**src/rtl/calc_entry_ctrl.sv**
```systemverilog
// Calculator entry sequencer: button presses -> operand entry, op select, ALU evaluation, hex digits.
// Optional restoring divider (op 11) is built when CALC_DIV_EN is defined.
module calc_entry_ctrl #(
  parameter int OPERAND_W = 4,
  parameter int BLINK_DIV = 12_500_000
) (
  input  logic       i_Clk,
  input  logic       i_Rst,
  input  logic       i_Btn_Inc,
  input  logic       i_Btn_Op,
  input  logic       i_Btn_Next,
  input  logic       i_Btn_Clr,
  output logic [3:0] o_Digit_Hi,
  output logic [3:0] o_Digit_Lo,
  output logic       o_Blank,
  output logic [1:0] o_Op,
  output logic       o_Busy,
  output logic       o_Err
);
  localparam int RW    = 2 * OPERAND_W;
  localparam int CNT_W = (BLINK_DIV > 1) ? $clog2(BLINK_DIV) : 1;

  typedef enum logic [2:0] {S_A, S_B, S_CALC, S_RES, S_ERR} state_t;

  state_t               state_q, state_d;
  logic [OPERAND_W-1:0] a_q, a_d, b_q, b_d;
  logic [1:0]           op_q, op_d;
  logic [3:0]           hi_q, hi_d, lo_q, lo_d;
  logic                 blank_q, blank_d, busy_q, busy_d, err_q, err_d;
  logic [CNT_W-1:0]     cnt_q, cnt_d;
  logic [3:0]           prev_q, prev_d;
  logic [3:0]           lvl, press;
  logic                 p_clr, p_next, p_op, p_inc, acted;
  logic [RW-1:0]        res;
  logic [7:0]           res8;
`ifdef CALC_DIV_EN
  localparam int DCNT_W = (OPERAND_W > 1) ? $clog2(OPERAND_W) : 1;
  logic [OPERAND_W-1:0] quo_q, quo_d, rem_q, rem_d;
  logic [DCNT_W-1:0]    dcnt_q, dcnt_d;
  logic [OPERAND_W:0]   shifted;
  logic                 ge;
`endif

  function automatic logic [1:0] next_op(input logic [1:0] op);
`ifdef CALC_DIV_EN
    return op + 2'd1;
`else
    return (op == 2'b10) ? 2'b00 : op + 2'd1;
`endif
  endfunction

  // Button order {clr, next, op, inc}; only the highest-priority press is kept.
  always_comb begin
    lvl    = {i_Btn_Clr, i_Btn_Next, i_Btn_Op, i_Btn_Inc};
    prev_d = lvl;
    press  = lvl & ~prev_q;
    p_clr  = press[3];
    p_next = press[2] & ~press[3];
    p_op   = press[1] & ~|press[3:2];
    p_inc  = press[0] & ~|press[3:1];
  end

  always_comb begin
    state_d = state_q;
    a_d     = a_q;
    b_d     = b_q;
    op_d    = op_q;
    hi_d    = hi_q;
    lo_d    = lo_q;
    acted   = 1'b0;
    res     = '0;
    res8    = '0;
`ifdef CALC_DIV_EN
    quo_d   = quo_q;
    rem_d   = rem_q;
    dcnt_d  = dcnt_q;
    shifted = '0;
    ge      = 1'b0;
`endif
    if (p_clr) begin
      state_d = S_A;
      a_d     = '0;
      b_d     = '0;
      op_d    = 2'b00;
      acted   = 1'b1;
    end else begin
      case (state_q)
        S_A, S_B: begin
          if (p_next) begin
            state_d = (state_q == S_A) ? S_B : S_CALC;
            acted   = 1'b1;
`ifdef CALC_DIV_EN
            quo_d  = a_q;
            rem_d  = '0;
            dcnt_d = '0;
`endif
          end else if (p_op) begin
            op_d  = next_op(op_q);
            acted = 1'b1;
          end else if (p_inc) begin
            if (state_q == S_A) a_d = a_q + OPERAND_W'(1);
            else                b_d = b_q + OPERAND_W'(1);
            acted = 1'b1;
          end
        end
        S_CALC: begin
`ifdef CALC_DIV_EN
          if (op_q == 2'b11) begin
            if (b_q == '0) begin
              state_d = S_ERR;
            end else begin
              // Restoring step: shift in next dividend bit, subtract divisor if it fits.
              shifted = {rem_q, quo_q[OPERAND_W-1]};
              ge      = shifted >= {1'b0, b_q};
              quo_d   = {quo_q[OPERAND_W-2:0], ge};
              rem_d   = ge ? OPERAND_W'(shifted - {1'b0, b_q}) : shifted[OPERAND_W-1:0];
              dcnt_d  = dcnt_q + DCNT_W'(1);
              if (dcnt_q == DCNT_W'(OPERAND_W - 1)) begin
                state_d = S_RES;
                hi_d    = 4'(quo_d);
                lo_d    = 4'(rem_d);
              end
            end
          end else
`endif
          begin
            state_d = S_RES;
            case (op_q)
              2'b01: begin
                if (a_q < b_q) state_d = S_ERR;
                res = RW'(a_q) - RW'(b_q);
              end
              2'b10:   res = RW'(a_q) * RW'(b_q);
              default: res = RW'(a_q) + RW'(b_q);
            endcase
            res8 = 8'(res);
            hi_d = res8[7:4];
            lo_d = res8[3:0];
          end
        end
        S_RES, S_ERR: begin
          if (p_next) begin
            state_d = S_A;
            a_d     = '0;
            b_d     = '0;
            acted   = 1'b1;
          end
        end
        default: state_d = S_A;
      endcase
    end

    case (state_d)
      S_A:     begin hi_d = 4'h0; lo_d = 4'(a_d); end
      S_B:     begin hi_d = 4'h0; lo_d = 4'(b_d); end
      S_ERR:   begin hi_d = 4'hE; lo_d = 4'hE; end
      default: ;
    endcase
    busy_d = (state_d == S_CALC);
    err_d  = (state_d == S_ERR);

    // Blink restarts visible on every acted press or state change, and only runs while editing.
    if (acted || (state_d != state_q) || !((state_d == S_A) || (state_d == S_B))) begin
      cnt_d   = '0;
      blank_d = 1'b0;
    end else if (cnt_q == CNT_W'(BLINK_DIV - 1)) begin
      cnt_d   = '0;
      blank_d = ~blank_q;
    end else begin
      cnt_d   = cnt_q + CNT_W'(1);
      blank_d = blank_q;
    end
  end

  always_ff @(posedge i_Clk or posedge i_Rst) begin
    if (i_Rst) begin
      state_q <= S_A;
      a_q     <= '0;
      b_q     <= '0;
      op_q    <= 2'b00;
      hi_q    <= 4'h0;
      lo_q    <= 4'h0;
      blank_q <= 1'b0;
      busy_q  <= 1'b0;
      err_q   <= 1'b0;
      cnt_q   <= '0;
      prev_q  <= 4'b1111;
`ifdef CALC_DIV_EN
      quo_q   <= '0;
      rem_q   <= '0;
      dcnt_q  <= '0;
`endif
    end else begin
      state_q <= state_d;
      a_q     <= a_d;
      b_q     <= b_d;
      op_q    <= op_d;
      hi_q    <= hi_d;
      lo_q    <= lo_d;
      blank_q <= blank_d;
      busy_q  <= busy_d;
      err_q   <= err_d;
      cnt_q   <= cnt_d;
      prev_q  <= prev_d;
`ifdef CALC_DIV_EN
      quo_q   <= quo_d;
      rem_q   <= rem_d;
      dcnt_q  <= dcnt_d;
`endif
    end
  end

  assign o_Digit_Hi = hi_q;
  assign o_Digit_Lo = lo_q;
  assign o_Blank    = blank_q;
  assign o_Op       = op_q;
  assign o_Busy     = busy_q;
  assign o_Err      = err_q;
endmodule

```
**config.mk**
```make
export PLATFORM = sky130hd
export DESIGN_NAME = calc_entry_ctrl
export DESIGN_NICKNAME = d
export VERILOG_FILES = /design/src/rtl/calc_entry_ctrl.sv
export SDC_FILE = /design/constraint.sdc
export NUM_CORES = 1
export LEC_CHECK = 0
export ABC_AREA = 1
export ABC_CLOCK_PERIOD_IN_PS = 3900
export CAP_MARGIN = 10
export CORE_MARGIN = 2
export CORE_UTILIZATION = 35
export CTS_CLUSTER_SIZE = 16
export DETAILED_ROUTE_END_ITERATION = 8
export GPL_TIMING_DRIVEN = 0
export PLACE_DENSITY = 0.47
export REMOVE_ABC_BUFFERS = 1
export SLEW_MARGIN = 0
export SYNTH_ARGS = -nofsm -noshare
export SYNTH_HDL_FRONTEND = slang
export SYNTH_SLANG_ARGS = --single-unit
```
**constraint.sdc**
```tcl
create_clock -name i_Clk -period 3.9 [get_ports i_Clk]
set_clock_uncertainty 0.1 [all_clocks]
set_input_delay 0.78 -clock i_Clk [delete_from_list [all_inputs] [get_ports i_Clk]]
set_output_delay 0.78 -clock i_Clk [all_outputs]
set_load 0.05 [all_outputs]
```
==> results of run 1 <==
==> logic make-up (layout without fill, tap and decap cells) <==
family	count (synthesis)	count (layout)
AOI/OAI and AO/OA	64	64
xor gates and xnor gates	15	15
adders and majority gates	32	32
buffers and inverters	81	104
DFF	52	52
and+or+nand+nor	257	257
==> metal layers <==
metal	vias to the layer above	wire, um	GRT usage
li1	1648	-	-
met1	1488	5040	0.2582
met2	57	3770	0.2568
met3	9	321	0.02796
met4	0	90	0.04267
met5	-	0	0
==> worst min path at each step <==
stage                              startpoint                         to
floorplan                  cnt_q[0]$_DFF_PP0_         cnt_q[0]$_DFF_PP0_
CTS                        cnt_q[0]$_DFF_PP0_         cnt_q[0]$_DFF_PP0_
global route               cnt_q[0]$_DFF_PP0_         cnt_q[0]$_DFF_PP0_
global placement           cnt_q[0]$_DFF_PP0_         cnt_q[0]$_DFF_PP0_
detailed placement  o_Digit_Lo[0]$_DFFE_PP0P_  o_Digit_Lo[0]$_DFFE_PP0P_
finish                     cnt_q[0]$_DFF_PP0_         cnt_q[0]$_DFF_PP0_
==> report_power, final <==
group	internal [W]	switching, W	leakage, nW	total [W]
combinational	0.000278	0.000600	1.22	0.000878
clock	0.000136	0.000219	0.0511	0.000355
sequential	0.000605	0.0000947	0.701	0.000700
total	0.00102	0.000913	1.98	0.00193
==> flip-flops by register name, summed over array words and instances, names as in the netlist <==
name	count
o_Op	2
o_Err	1
o_Digit_Hi	4
o_Busy	1
a_q	4
o_Digit_Lo	4
cnt_q	24
b_q	4
state_q	3
prev_q	4
o_Blank	1
==> stage by stage <==
stage	power, W	cell area, sq um
3_3_place_gp	0.001588	4036
3_5_place_dp	0.001589	4056
2_1_floorplan	0.001319	3686
4_1_cts	0.001961	4154
5_1_grt	0.002101	4154
6_report	0.001932	4154
==> cell usage in the layout, fill, tap and decap left out, types with 8 or more instances in the layout <==
cell type        netlist  routed
nor3_1                11      11
clkdlybuf4s50_1        0      18
inv_2                 12      13
a21oi_1               25      25
o21ai_0               15      15
dfrtp_1               48      48
nor2_1                51      51
inv_1                 63      62
xnor2_1                8       8
ha_1                  26      26
nand4_1                8       8
nand2_1              128     128
nand3_1               32      32
==> cell type report <==
class / instances / area (sq um)
clock buffers: 5 / 68.82
clock inverters: 3 / 28.78
fillers: 1063 / 6170
inverters: 77 / 289.0
multi-input cells: 368 / 2091
flip-flops and latches: 52 / 1306
well taps: 136 / 170.2
repair buffers: 19 / 200.2
==> critical path: stages, from the launching register on <==
cell and delay, ns:
dfrtp_1 0.55, nand2_1 0.13, fa_1 0.52, fa_1 0.57
inv_1 0.08, fa_1 0.43, nand2_1 0.10, nand2_1 0.06
a21oi_1 0.17, nand2_1 0.08, nand2_1 0.05, o21ai_0 0.07
a31oi_1 0.17, o21ai_1 0.08
==> results.ini, run 1 <==
[clocking]
ctsLongestPathBuffers = 2
htree_num_levels = 2
post_cts_buffers = 0
postCtsHoldBufs = 0
cts_buffers = 5
cts.sinks = 52
path_clk_slew_ns = 0.11
cts_tree = built
clkLatencyLatePin_ns = 0.32
cts_resized = 0
root_buffer = clkbuf_8

[placement]
io_buffers = 18
placed_cells_incl_taps = 652
gp_congestion = 0.8316
dp.final_hpwl_um = 7074
place_ws_ns = 0.6234

[cells_and_area]
n_antenna_cell = 0
fin_util = 0.4024
fin_cells = 660
nNetsFinal = 561
syn_to_final_growth_pct = 11.75
drive_above_1_share = 0.08397

[yosys]
ys_warn_count = 0
syn_area_sq_um = 3717
synth_compound_gate_area_share = 0.09929
synth_cell_types = 42
synth_top_family_by_area = simple AND/OR/NAND/NOR gates
ys_seq_area_frac = 0.3514
synth_seq_cells = 52
synth-edff-count = 0
synth_common_cells = 128 x nand2_1, 63 x inv_1, 51 x nor2_1
postSynthCellCount = 501
yosysMostFrequentCell = nand2_1
async_reset_ff_frac = 1.000
yosys.area.top_type = dfrtp_1
synthMuxAreaShare = 0
synth_area_leaders = dfrtp_1 32%, nand2_1 13%, ha_1 8.8%, inv_1 6.4%, nor2_1 5.1%
yosys.area_share.adder = 0.1198
avgSynthCellArea_sq_um = 7.420
synth-simple-area-share = 0.3080
synthFlopType = dfrtp_1
synth_xor_area_frac = 0.03534
synth_top_cell_area_share = 0.3231

[sta]
setup_viol = 0
fmax_mhz = 304.2
layout_setup_ws_ns = 0.6130
slew_violations = 0
rsz0062_at_grt = false
period_share = 0.8428
min_period_ns = 3.287
tns_ns = 0
hold_viol = 0
slew_headroom = 0.5896
worst_pin_slew_ns = 0.6099
hold_slack_ns = 0.3876

[drt]
wl_per_cell_um = 13.97
ant_nets = 0
viasPerCell = 4.852
drc_errors = 0
firstDrtPassIters = 4
vias = 3202
initialDrtViolationCount = 160
wirelength_um = 9223

[global_routing]
grt.total_usage = 0.1722
grt_pass1_wl_um = 15650
antenna_found_initial = 0
grt_max_degree = 40
first_global_vias = 3193
grt_overflow_total = 0

[worst_setup_path]
worstPathMaxFanout = 8
critPathKind = reg -> reg
cp.arrival_ns = 3.38
critPathCapture = o_Digit_Hi[2]$_DFFE_PP0P_
timing.rr.end = o_Digit_Hi[2]$_DFFE_PP0P_
worstPathRequired_ns = 3.99
worst-r2r-setup-slack_ns = 0.61
startpoint_type = flop
r2r_start = a_q[0]$_DFF_PP0_
crit_start = a_q[0]$_DFF_PP0_
reg2regPathDepth = 13
end_kind = flop

[power_and_ir_drop]
max-vdd-ir-drop_mv = 0.3411
p_leak_nw = 1.977
powerDensity_nw_per_um2 = 465.2

[floorplanning]
dieWidth_um = 107.1
fp.dieH_um = 107.1
core.rowCount = 37
die_area_sq_um = 11460
initial_core_util = 0.3601
core_sq_um = 10320
ios = 19

[hold_path]
hp-class = reg -> reg
whs_path_depth = 1

[outcome]
status = finished, final reports clean

[job]
cap_violations = 0

Power figures use the tool's default switching activity.
==> run 2: changes to the inputs <==
--- a/config.mk
+++ b/config.mk
@@ -6,7 +6,7 @@
 export NUM_CORES = 1
 export LEC_CHECK = 0
 export ABC_AREA = 1
-export ABC_CLOCK_PERIOD_IN_PS = 3900
+export ABC_CLOCK_PERIOD_IN_PS = 3400
 export CAP_MARGIN = 10
 export CORE_MARGIN = 2
 export CORE_UTILIZATION = 35
==> constraint.sdc (replaced) <==
create_clock -name i_Clk -period 3.4 [get_ports i_Clk]
set_clock_uncertainty 0.1 [all_clocks]
set_input_delay 0.68 -clock i_Clk [delete_from_list [all_inputs] [get_ports i_Clk]]
set_output_delay 0.68 -clock i_Clk [all_outputs]
set_load 0.05 [all_outputs]
==> run 2 against run 1 <==
Against the previous run: combinational power up 18%; first-iteration DRC count down 5.0%; wire length up 1.3%; clock power up 15%; non-clock buffer count up 8; critical endpoint unchanged; largest cell class unchanged; largest power group unchanged.
==> results.ini, run 2 (synthesis results as in run 1) <==
[clocking]
postCtsHoldBufs = 0
cts_tree = built
root_buffer = clkbuf_8
ctsLongestPathBuffers = 2
cts_buffers = 5
cts.sinks = 52
htree_num_levels = 2
clkLatencyLatePin_ns = 0.32
path_clk_slew_ns = 0.12

[global_routing]
grt.total_usage = 0.1722
grt_pass1_wl_um = 15650
first_global_vias = 3193
grt_overflow_total = 0
antenna_found_initial = 0
grt_max_degree = 40

[floorplanning]
core_sq_um = 10320
core.rowCount = 37
dieWidth_um = 107.1
die_area_sq_um = 11460
initial_core_util = 0.3601
fp.dieH_um = 107.1
ios = 19

[outcome]
status = finished, final reports clean

[cells_and_area]
fin_util = 0.4093
fin_area_sq_um = 4225
layout_common_cells = 128 x nand2_1, 62 x inv_1, 51 x nor2_1
largest_reg_flops = 24
seq_area_sq_um = 1314
regMostFlops = cnt_q
drive_above_1_share = 0.1109
n_antenna_cell = 0
multi_input_area_sq_um = 2095
syn_to_final_growth_pct = 13.67
fillers = 1066
fin_cells = 668
final_common_cell = nand2_1
nNetsFinal = 569

[sta]
min_period_ns = 3.122
hold_viol = 0
rsz0062_at_grt = false
tns_ns = 0
fmax_mhz = 320.3
slew_violations = 0
setup_viol = 0
worst_pin_slew_ns = 0.6102
period_share = 0.9182
slew_headroom = 0.5895

[hold_path]
whs_endpoint = cnt_q[0]$_DFF_PP0_
min_from = cnt_q[0]$_DFF_PP0_
hp-class = reg -> reg
whs_path_depth = 1

[drt]
firstDrtPassIters = 4
viasPerCell = 4.831
ant_nets = 0
wirelength_um = 9345
wl_per_cell_um = 13.99
vias = 3227
initialDrtViolationCount = 152
drc_errors = 0

[power_and_ir_drop]
powerDensity_nw_per_um2 = 532.1
p_leak_nw = 2.011
max-vdd-ir-drop_mv = 0.3913
p_total_w = 0.002248

[placement]
placed_cells_incl_taps = 652
dp.final_hpwl_um = 7074
placed_area_sq_um = 4056
io_buffers = 18
gp_congestion = 0.8316

[worst_setup_path]
worstPathRequired_ns = 3.49
worstPathMaxFanout = 5
cp.arrival_ns = 3.22
critPathSlowestCell = fa_1
worst-r2r-setup-slack_ns = 0.28
path_cells = nand2_1 > fa_1 > fa_1 > inv_1 > fa_1 > nand2_1 > nand2_1 > a21oi_2 > nand2_1 > nand2_1 > o21ai_0 > a31oi_1 > o21ai_1
r2r_start = b_q[3]$_DFF_PP0_
timing.rr.end = o_Digit_Hi[2]$_DFFE_PP0P_
crit_family = adder cells
startpoint_type = flop
reg2regPathDepth = 13
crit_path_frequent_cell = nand2_1
critPathKind = reg -> reg
crit_start = b_q[3]$_DFF_PP0_
end_kind = flop
cp.buffers_inverters = 1
slowest_delay_ns = 0.57

[job]
cap_violations = 0

==> run 2: cell types whose count changed in the layout (fill, tap and decap cells not counted), sizes merged <==
cell | before | now
buf | 1 | 9
==> run 2: what timing repair did <==
action,4_1_cts,5_1_grt
setup endpoints to repair,0,2
setup buffers,0,8
resized for setup,0,7
==> run 2: routing by layer <==
| metal | vias up | GRT usage | routed length [um] |
|---|---|---|---|
| met2 | 66 | 0.2568 | 3826 |
| met5 | - | 0 | 0 |
| met1 | 1485 | 0.2582 | 5016 |
| met4 | 0 | 0.04267 | 68 |
| met3 | 7 | 0.02796 | 434 |
| li1 | 1669 | - | - |
==> run 2: power breakdown <==
| part | switching, W | internal [W] |
|---|---|---|
| Clock | 0.000253 | 0.000157 |
| Sequential | 0.000105 | 0.000696 |
| Combinational | 0.000699 | 0.000338 |
| Total | 0.00106 | 0.00119 |
==> run 2: how the worst max path moves through the flow <==
stage | cells after the start | slack, ns | end
finish | 13 | 0.28 | o_Digit_Hi[2]$_DFFE_PP0P_
global route | 13 | 0.03 | o_Digit_Hi[2]$_DFFE_PP0P_
CTS | 13 | 0.10 | o_Digit_Hi[2]$_DFFE_PP0P_
detailed placement | 13 | 0.12 | o_Digit_Hi[2]$_DFFE_PP0P_
global placement | 13 | 0.16 | o_Digit_Hi[2]$_DFFE_PP0P_
floorplan | 13 | 0.45 | o_Digit_Hi[2]$_DFFE_PP0P_
==> run 2: area by class of cell <==
type | count | share of cell area
timing repair buffer | 27 | 0.06159
sequential | 52 | 0.3109
multi-input combinational | 368 | 0.4957
clock buffer | 5 | 0.01629
tap | 136 | 0.04027
clock inverter | 3 | 0.006811
inverter | 77 | 0.06840
==> run 2: metrics by stage <==
stage               setup slack (ns)  hold slack, ns
floorplan                     0.4517          0.3329
global placement              0.1588          0.3530
detailed placement            0.1234          0.3642
CTS                           0.1029          0.3933
global route                 0.03423          0.4076
finish                        0.2782          0.3876
==> run 3: changes to the inputs <==
--- a/config.mk
+++ b/config.mk
@@ -9,11 +9,11 @@
 export ABC_CLOCK_PERIOD_IN_PS = 3400
 export CAP_MARGIN = 10
 export CORE_MARGIN = 2
-export CORE_UTILIZATION = 35
+export CORE_UTILIZATION = 60
 export CTS_CLUSTER_SIZE = 16
 export DETAILED_ROUTE_END_ITERATION = 8
 export GPL_TIMING_DRIVEN = 0
-export PLACE_DENSITY = 0.47
+export PLACE_DENSITY = 0.76
 export REMOVE_ABC_BUFFERS = 1
 export SLEW_MARGIN = 0
 export SYNTH_ARGS = -nofsm -noshare
==> run 3 against run 2 <==
Against the previous run: via count is 3.1% higher; register-to-register slack hardly changed; worst hold slack worse by 0.019 ns; global-route usage is 10 points higher; sequential cell count stayed put; wire length is 7.5% lower; cell count is 10% lower; non-clock buffer count is 8 lower; sequential share of layout area is 0.92 points higher; setup slack better by 0.0022 ns; utilization is 28 points higher; critical path type unchanged; largest power group unchanged; highest routed layer unchanged.
==> results.ini, run 3 (synthesis results as in run 1) <==
[outcome]
status = finished, final reports clean

[worst_setup_path]
worst-r2r-setup-slack_ns = 0.28
critPathCapture = o_Digit_Hi[2]$_DFFE_PP0P_
worstPathRequired_ns = 3.49
cp.buffers_inverters = 1
path_cells = nand2_1 > fa_1 > fa_1 > inv_1 > fa_1 > nand2_1 > nand2_1 > a21oi_1 > nand2_1 > nand2_1 > o21ai_0 > a31oi_1 > o21ai_1
worstPathMaxFanout = 5
crit_start = b_q[3]$_DFF_PP0_
crit_family = adder cells
cp.arrival_ns = 3.21
r2r_start = b_q[3]$_DFF_PP0_
crit_path_frequent_cell = nand2_1
slowest_delay_ns = 0.56
startpoint_type = flop
reg2regPathDepth = 13
critPathSlowestCell = fa_1
crit_cells = 13
critPathKind = reg -> reg
end_kind = flop
timing.rr.end = o_Digit_Hi[2]$_DFFE_PP0P_

[floorplanning]
core_sq_um = 5956
initial_core_util = 0.6242
ios = 19
die_area_sq_um = 6841
core.rowCount = 28
fp.dieH_um = 82.71
dieWidth_um = 82.71

[global_routing]
grt_overflow_total = 0
antenna_found_initial = 0
grt_pass1_wl_um = 14320
grt_max_degree = 43
grt.total_usage = 0.2757
first_global_vias = 3075

[hold_path]
whs_path_depth = 1
hp-class = reg -> reg
min_from = cnt_q[0]$_DFF_PP0_

[clocking]
htree_num_levels = 2
cts_buffers = 5
post_cts_buffers = 0
cts_tree = built
path_clk_slew_ns = 0.10
clkLatencyLatePin_ns = 0.31
root_buffer = clkbuf_8
ctsLongestPathBuffers = 2
cts.sinks = 52
postCtsHoldBufs = 0

[cells_and_area]
fillers = 512
n_antenna_cell = 0
multi_input_area_sq_um = 2091
nNetsFinal = 561
drive_above_1_share = 0.08969
largest_reg_flops = 24
regMostFlops = cnt_q
fin_util = 0.6878
final_common_cell = nand2_1
layout_common_cells = 128 x nand2_1, 62 x inv_1, 51 x nor2_1
seq_area_sq_um = 1311
syn_to_final_growth_pct = 10.20

[placement]
dp.final_hpwl_um = 6450
gp_congestion = 0.9042
io_buffers = 18

[power_and_ir_drop]
power_frac_comb = 0.446
clkPwrFrac = 0.200
swShare = 0.4550
p_int_w = 0.001237
p_leak_nw = 1.976
power.switching_w = 0.001033
power_frac_seq = 0.353
powerDensity_nw_per_um2 = 554.2
max-vdd-ir-drop_mv = 0.5072

[drt]
viasPerCell = 5.553
wl_per_cell_um = 14.42
vias = 3326
initialDrtViolationCount = 291
firstDrtPassIters = 5
drc_errors = 0
ant_nets = 0
wirelength_um = 8640

[sta]
min_period_ns = 3.120
slew_headroom = 0.6062
setup_viol = 0
period_share = 0.9175
rsz0062_at_grt = false
worst_pin_slew_ns = 0.5862
tns_ns = 0
fmax_mhz = 320.6
slew_violations = 0
hold_viol = 0

[job]
cap_violations = 0

[run 3: cell count changes in the layout (fill, tap and decap cells not counted), sizes merged]
| cell | previous run | this run |
|---|---|---|
| inv | 78 | 76 |
| bufinv | 0 | 1 |
| clkbuf | 5 | 6 |
| buf | 9 | 1 |
[run 3: worst reg2reg max path: cells and delay by family, from the launching register on]
family	cells	cell delay [ns]
flip-flops	1	0.46
buffers and inverters	1	0.07
AO/OA/AOI/OAI	4	0.47
AND/OR/NAND/NOR	5	0.38
adder cells (fa/ha/maj)	3	1.50
[run 3: how the worst min path moves through the flow]
stage                                     to  slack [ns]
after floorplan           cnt_q[0]$_DFF_PP0_        0.33
after global placement    cnt_q[0]$_DFF_PP0_        0.34
after detailed placement  cnt_q[0]$_DFF_PP0_        0.35
after CTS                 cnt_q[0]$_DFF_PP0_        0.37
after global routing      cnt_q[0]$_DFF_PP0_        0.40
final                     cnt_q[0]$_DFF_PP0_        0.37
[run 3: stage by stage]
stage          std cells  hold WS (ns)  cell area [sq um]  worst slack [ns]  total power (W)
2_1_floorplan        497        0.3329               3686            0.4517         0.001513
3_3_place_gp         590        0.3440               3960            0.2187         0.001773
3_5_place_dp         591        0.3532               3980            0.2272         0.001802
4_1_cts              599        0.3678               4091            0.1871         0.002256
5_1_grt              599        0.3981               4096           0.04018         0.002415
6_report             599        0.3682               4096            0.2805         0.002270
[run 3: layout make-up]
class,count,share of cell area
multi-input combinational,368,0.5104
timing repair buffer,19,0.04887
clock buffer,6,0.01772
sequential,52,0.3201
clock inverter,2,0.009469
inverter,77,0.07056
tap,75,0.02291
[run 3: timing repair]
action / in CTS / in global routing
hold endpoints to repair: 0 / 0
setup endpoints to repair: 0 / 1
resized for setup: 0 / 4
[run 3: power by group through the flow]
stage	registers, W	clock network (W)	logic [W]
2_1_floorplan	0.000902	0	0.000611
5_1_grt	0.000813	0.000475	0.00113
6_report	0.000802	0.000455	0.00101
4_1_cts	0.000798	0.000458	0.000999
3_5_place_dp	0.000809	0	0.000993
3_3_place_gp	0.000807	0	0.000966
[run 3: routing by layer]
metal | track usage | wire length [um] | vias up
met4 | 0.09180 | 144 | 0
met5 | 0 | 0 | -
li1 | - | - | 1661
met2 | 0.4258 | 3785 | 106
met3 | 0.03804 | 451 | 17
met1 | 0.3990 | 4258 | 1542
